==> config.mk <==
export PLATFORM = sky130hd
export DESIGN_NAME = pattern_sequencer
export DESIGN_NICKNAME = d
export VERILOG_FILES = /design/src/rtl/pattern_sequencer.sv
export SDC_FILE = /design/constraint.sdc
export NUM_CORES = 1
export LEC_CHECK = 0
export CAP_MARGIN = 5
export CORE_MARGIN = 10
export CORE_UTILIZATION = 55
export CTS_CLUSTER_DIAMETER = 50
export DETAILED_ROUTE_END_ITERATION = 10
export PLACE_DENSITY = 0.89
export SLEW_MARGIN = 20
export SYNTH_ARGS = -nofsm -noshare
export SYNTH_HDL_FRONTEND = slang
export SYNTH_SLANG_ARGS = --single-unit
==> constraint.sdc <==
create_clock -name CLK -period 4.96 [get_ports CLK]
set_input_delay 0.496 -clock CLK [delete_from_list [all_inputs] [get_ports CLK]]
set_output_delay 0.496 -clock CLK [all_outputs]
set_load 0.02 [all_outputs]
==> src/rtl/pattern_sequencer.sv <==
// Multi-channel LED pattern sequencer: loadable per-channel patterns played at a
// programmable step rate, with loop/one-shot modes, pause, restart and deferred loads.
module pattern_sequencer #(
  parameter int          N_CH        = 1,
  parameter int          PAT_LEN     = 32,
  parameter int          DIV_W       = 24,
  parameter logic [31:0] DEFAULT_PAT = 32'h0000AAAB,
  parameter bit          AUTOSTART   = 1'b0,
  parameter bit          LED_INV     = 1'b0,
  localparam int         CH_W        = (N_CH > 1) ? $clog2(N_CH) : 1,
  localparam int         IDX_W       = (PAT_LEN > 1) ? $clog2(PAT_LEN) : 1,
  localparam int         LEN_W       = $clog2(PAT_LEN + 1)
) (
  input  logic               CLK,
  input  logic               RST,
  input  logic               START,
  input  logic               EN,
  input  logic               MODE,
  input  logic [DIV_W-1:0]   STEP_DIV,
  input  logic               LD_VALID,
  output logic               LD_READY,
  input  logic [CH_W-1:0]    LD_CH,
  input  logic [PAT_LEN-1:0] LD_PAT,
  input  logic [LEN_W-1:0]   LD_LEN,
  output logic [N_CH-1:0]    LED,
  output logic [IDX_W-1:0]   STEP_IDX,
  output logic               DONE,
  output logic               USBPU
);

  // state   | meaning
  // S_IDLE  | stopped, LEDs inactive, waiting for START
  // S_RUN   | stepping through the pattern on prescaler ticks
  // S_PAUSE | prescaler and step index frozen, LEDs hold
  // S_DONE  | one-shot finished, LEDs inactive, DONE asserted
  typedef enum logic [1:0] {S_IDLE, S_RUN, S_PAUSE, S_DONE} state_t;

  localparam logic [PAT_LEN-1:0] RST_PAT = PAT_LEN'(DEFAULT_PAT);

  state_t             state, state_n;
  logic [IDX_W-1:0]   idx, idx_n;
  logic [DIV_W-1:0]   presc, presc_n;
  logic [PAT_LEN-1:0] pat [N_CH];
  logic [LEN_W-1:0]   len;
  logic               pending;
  logic [CH_W-1:0]    sh_ch;
  logic [PAT_LEN-1:0] sh_pat;
  logic [LEN_W-1:0]   sh_len;
  logic [LEN_W-1:0]   ld_len_c;
  logic               tick, last, commit, accept;

  assign USBPU    = 1'b0;
  assign LD_READY = !pending;
  assign tick     = (presc >= STEP_DIV);
  assign last     = ((LEN_W'(idx) + LEN_W'(1)) >= len);
  // Out-of-range channels complete the handshake but never become pending.
  assign accept   = LD_VALID && !pending && (32'(LD_CH) < N_CH);

  always_comb begin
    ld_len_c = LD_LEN;
    if (LD_LEN == '0)                    ld_len_c = LEN_W'(1);
    else if (LD_LEN > LEN_W'(PAT_LEN))   ld_len_c = LEN_W'(PAT_LEN);
  end

  always_comb begin
    state_n = state;
    idx_n   = idx;
    presc_n = presc;
    commit  = 1'b0;
    case (state)
      S_IDLE, S_DONE: begin
        commit = pending;
        if (START) begin
          state_n = EN ? S_RUN : S_PAUSE;
          idx_n   = '0;
          presc_n = '0;
        end
      end
      S_RUN: begin
        if (START) begin
          commit  = pending;
          state_n = EN ? S_RUN : S_PAUSE;
          idx_n   = '0;
          presc_n = '0;
        end else begin
          // The cycle in which EN drops still counts toward the current step.
          if (!EN) state_n = S_PAUSE;
          if (tick) begin
            presc_n = '0;
            if (!last) begin
              idx_n = idx + 1'b1;
            end else if (!MODE) begin
              idx_n  = '0;
              commit = pending;
            end else begin
              idx_n   = '0;
              state_n = S_DONE;
            end
          end else begin
            presc_n = presc + 1'b1;
          end
        end
      end
      S_PAUSE: begin
        commit = pending;
        if (START) begin
          state_n = EN ? S_RUN : S_PAUSE;
          idx_n   = '0;
          presc_n = '0;
        end else begin
          if (EN) state_n = S_RUN;
          if (pending && (LEN_W'(idx) >= sh_len)) idx_n = '0;
        end
      end
      default: ;
    endcase
  end

  always_ff @(posedge CLK) begin
    if (RST) begin
      state    <= AUTOSTART ? S_RUN : S_IDLE;
      idx      <= '0;
      presc    <= '0;
      len      <= LEN_W'(PAT_LEN);
      pending  <= 1'b0;
      sh_ch    <= '0;
      sh_pat   <= '0;
      sh_len   <= '0;
      for (int c = 0; c < N_CH; c++) pat[c] <= RST_PAT;
      LED      <= {N_CH{LED_INV}};
      STEP_IDX <= '0;
      DONE     <= 1'b0;
    end else begin
      state <= state_n;
      idx   <= idx_n;
      presc <= presc_n;
      if (accept) begin
        pending <= 1'b1;
        sh_ch   <= LD_CH;
        sh_pat  <= LD_PAT;
        sh_len  <= ld_len_c;
      end else if (commit) begin
        pending <= 1'b0;
      end
      if (commit) len <= sh_len;
      for (int c = 0; c < N_CH; c++) begin
        if (commit && (sh_ch == CH_W'(c))) pat[c] <= sh_pat;
      end
      // Outputs trail the step index by one cycle so LED and STEP_IDX stay aligned.
      if (state == S_RUN || state == S_PAUSE) begin
        for (int c = 0; c < N_CH; c++) LED[c] <= pat[c][idx] ^ LED_INV;
        STEP_IDX <= idx;
      end else begin
        LED      <= {N_CH{LED_INV}};
        STEP_IDX <= '0;
      end
      DONE <= (state == S_DONE);
    end
  end

endmodule

==> reports/qor.yml <==
run_status:
  outcome: "completed"
worst_setup_path:
  timing.critical_path.slowest_stage_cell: "sky130_fd_sc_hd__dfxtp_1"
  path_type_of_the_worst_setup_path: "flip-flop to flip-flop"
  capturing_element_type_of_the_critical_path: "flip-flop"
  crit_path_max_incr_delay_ps: 710
  cp_num_buf_inv: 2
  critical_path_required_ps: 5130
  critical_path_arrival_ps: 3830
  timing.critical_path.from_type: "flip-flop"
  worstPathMaxFanout: 32
  worst_path_dominant_cell_family: "compound AO/OA/AOI/OAI gates"
  path_cells: "ha_1 -> nand3_1 -> xnor2_1 -> ha_1 -> o21a_1 -> a311oi_1 -> buf_4 -> nor2_1 -> o31ai_2 -> a21oi_2 -> a21o_1 -> buf_4"
placed_design:
  place.detailed.instances: 829
  port_buffers: 76
  place_congestion: 0.9202
  hpwl_um: 9737
  area_of_placed_instances_um2: 6739
yosys:
  synth-edff-count: 32
  synth.yosys.seq_area_share_pct: 44.98
  synthArstFlopShare_pct: 0
  synth_area_per_cell_um2: 9.164
  synth_top_flop_cell: "sky130_fd_sc_hd__dfxtp_1"
  synthDominantAreaCellType: "sky130_fd_sc_hd__dfxtp_1"
  synth-warning-count: 0
  yosysTopAreaCellShare_pct: 28.63
  synth.ff_latch_count: 116
  synth.net_count: 750
  synthCells: 641
  combined_area_of_all_synthesized_cells_um2: 5874
  synth.area.top_cells: "sky130_fd_sc_hd__dfxtp_1 (29%), sky130_fd_sc_hd__edfxtp_1 (16%), sky130_fd_sc_hd__ha_1 (8.5%)"
  netlist-cell-type-count: 52
clock_tree:
  post_cts_gate_resize_count: 0
  clock_tree.htree_level_count: 4
  cts_hold_buffers: 0
  clock-sinks: 116
  clockRootBuffer: "sky130_fd_sc_hd__clkbuf_8"
  worst_skew_pair.late_latency_ps: 530
  cts_tree: "built"
  tritoncts_buffers: 17
  post_cts.repair.setup_buffers: 0
  clock_path_buffers: 2
  clk_pin_slew_worst_paths_ps: 60
floorplanning:
  rows: 37
  die_area_um2: 15210
  initial_core_util_pct: 56.65
  die_w_um: 123.3
  coreArea_um2: 10370
  die-height_um: 123.3
  floorplan.io_pins: 78
sta:
  final.period_utilization_pct: 73.80
  setup_tns_ps: 0
  fmax_mhz: 273.2
  max_slew_margin_pct: 35.17
  final_hold_viol_count: 0
  final-setup-viol-count: 0
  max_slew.worst_pin.slew_ps: 957.3
  rsz0062_at_grt: "no"
  final.setup_skew_ps: 14.06
  period_needed_ps: 3661
  timing_max_transition_violations_final: 0
finish:
  flow.area_growth_from_synthesis_pct: 24.58
  n_fill_cell: 743
  final_nets: 821
  commonest_non_fill_non_tap_cell_in_the_layout: "sky130_fd_sc_hd__nand2_1"
  antenna_cells_inserted: 0
  multi_input_comb_area_um2: 2927
  highest_count_cells_in_the_layout_ignoring_fill_and_taps: "sky130_fd_sc_hd__nand2_1 (110), sky130_fd_sc_hd__dfxtp_1 (84), sky130_fd_sc_hd__clkdlybuf4s50_1 (75)"
  final_instance_area_um2: 7318
  layout.cells.non_filler: 861
  fraction_of_final_layout_cells_with_drive_strength_greater_than_1_pct: 8.000
  sequential_cell_area_um2: 2643
routing:
  routed_vias_inst: 5.747
  drt_wl_total_um: 13890
  drt_first_iter_violations: 327
  routed_antenna_nets: 0
  drcViolationCount: 0
  detail_route.first_pass.iterations: 5
  route.detailed.wl_per_inst_um: 16.14
  dr_total_vias: 4948
power_and_ir_drop:
  power_frac_comb_pct: 13.4
  power.leakage_nw: 2.885
  switching_share_pct: 26.51
  p_int_mw: 1.897
  vdd_drop_max_mv: 0.2572
  seq_power_share_pct: 40.2
  cellPowerDensity_nw_per_um2: 352.7
  power.share.clock_pct: 46.3
  power_switching_mw: 0.6844
global_routing:
  grt_usage_pct: 18.71
  globalRoute.totalOverflow: 0
  number_of_antenna_violations_at_the_first_check_in_global_routing: 0
  grt_first_pass_wirelength_um: 23000
  maximum_number_of_pins_on_one_net_before_global_route_repair: 41
  first_global_vias: 5023
hold_path:
  min-delay-path-class: "flip-flop to flip-flop"
run:
  drv_cap: 0
-- cell families (layout without fill, tap and decap cells) --
logic type               Yosys count  after routing  synth area share (%)
buffers and inverters             80            164                 5.282
AO/OA/AOI/OAI                    122            122                 13.29
XOR/XNOR                          10             10                 1.491
multiplexers                      21             21                 5.708
other                              1              1               0.06384
AND/OR/NAND/NOR                  251            251                 20.66
adder cells (fa/ha/maj)           40             40                 8.520
flip-flops                       116            116                 44.98
-- per-layer routing --
layer  routed length [µm]  vias up  global-route usage [%]
li1                     -     2378                       -
met1                 5898     2331                   21.71
met2                 6734      201                   31.86
met3                  965       38                   5.606
met4                  295        0                   7.205
met5                    0        -                       0
-- power groups by stage --
stage	logic, mW	clock network [mW]	registers, mW
floorplan	0.220	0	1.06
global placement	0.323	0	1.05
detailed placement	0.341	0	1.06
CTS	0.345	1.21	1.04
global route	0.384	1.25	1.04
finish	0.347	1.20	1.04
-- synthesized netlist by cell type (all sizes together), types with 3 or more instances --
| master | n |
|---|---|
| mux4 | 10 |
| o21ai | 20 |
| or3 | 3 |
| mux2i | 11 |
| nand2 | 110 |
| and3 | 6 |
| xnor2 | 5 |
| nor4 | 6 |
| and2 | 30 |
| dfxtp | 84 |
| a21oi | 57 |
| nand3 | 20 |
| nor2 | 24 |
| nor2b | 5 |
| o31ai | 3 |
| a22o | 6 |
| a21o | 16 |
| edfxtp | 32 |
| nand3b | 5 |
| inv | 47 |
| xor2 | 5 |
| nand2b | 14 |
| buf | 8 |
| a311oi | 3 |
| nor3 | 19 |
| nand4 | 6 |
| ha | 40 |
| a211oi | 4 |
| clkbuf | 25 |
-- metrics by stage --
step	total power [mW]	worst slack (ps)	util, %	hold slack (ps)
3_5_place_dp	1.399	1020	64.99	444.6
4_1_cts	2.591	1299	70.57	453.9
6_report	2.581	1299	70.57	452.7
5_1_grt	2.673	1122	70.57	470.2
3_3_place_gp	1.376	1190	64.99	440.6
2_1_floorplan	1.276	1309	-	431.2
-- worst min-delay path: stages, from the launching register on --
cell	delay [ps]
sky130_fd_sc_hd__dfxtp_1	310
sky130_fd_sc_hd__nand2_1	50
sky130_fd_sc_hd__a21oi_1	50
-- path summary, 6_finish.rpt --
path | cells after the start | to | slack [ps] | startpoint
worst max-delay path | 12 | pat[0][29]$_SDFFCE_PN0P_ | 1300 | idx[1]$_SDFFE_PP0P_
worst max register to register | 12 | pat[0][29]$_SDFFCE_PN0P_ | 1300 | idx[1]$_SDFFE_PP0P_
worst min-delay path | 2 | sh_pat[8]$_SDFFE_PP0P_ | 450 | sh_pat[8]$_SDFFE_PP0P_
worst min register to register | 2 | sh_pat[8]$_SDFFE_PP0P_ | 450 | sh_pat[8]$_SDFFE_PP0P_
-- area by class of cell --
cell class / count / share of cell area (%)
inverters: 47 / 2.411
well taps: 136 / 2.325
multi-input cells: 445 / 39.99
repair buffers: 85 / 11.25
clock buffers: 17 / 5.659
flip-flops and latches: 116 / 36.11
clock inverters: 15 / 2.257
-- registers in the layout, indices dropped and copies added, names as in the netlist --
register / count
idx: 5
pending: 1
state: 2
LED: 1
STEP_IDX: 5
len: 6
sh_len: 6
pat: 32
sh_pat: 32
presc: 24
DONE: 1
sh_ch: 1
No activity file was read; power rests on OpenSTA's default activity.
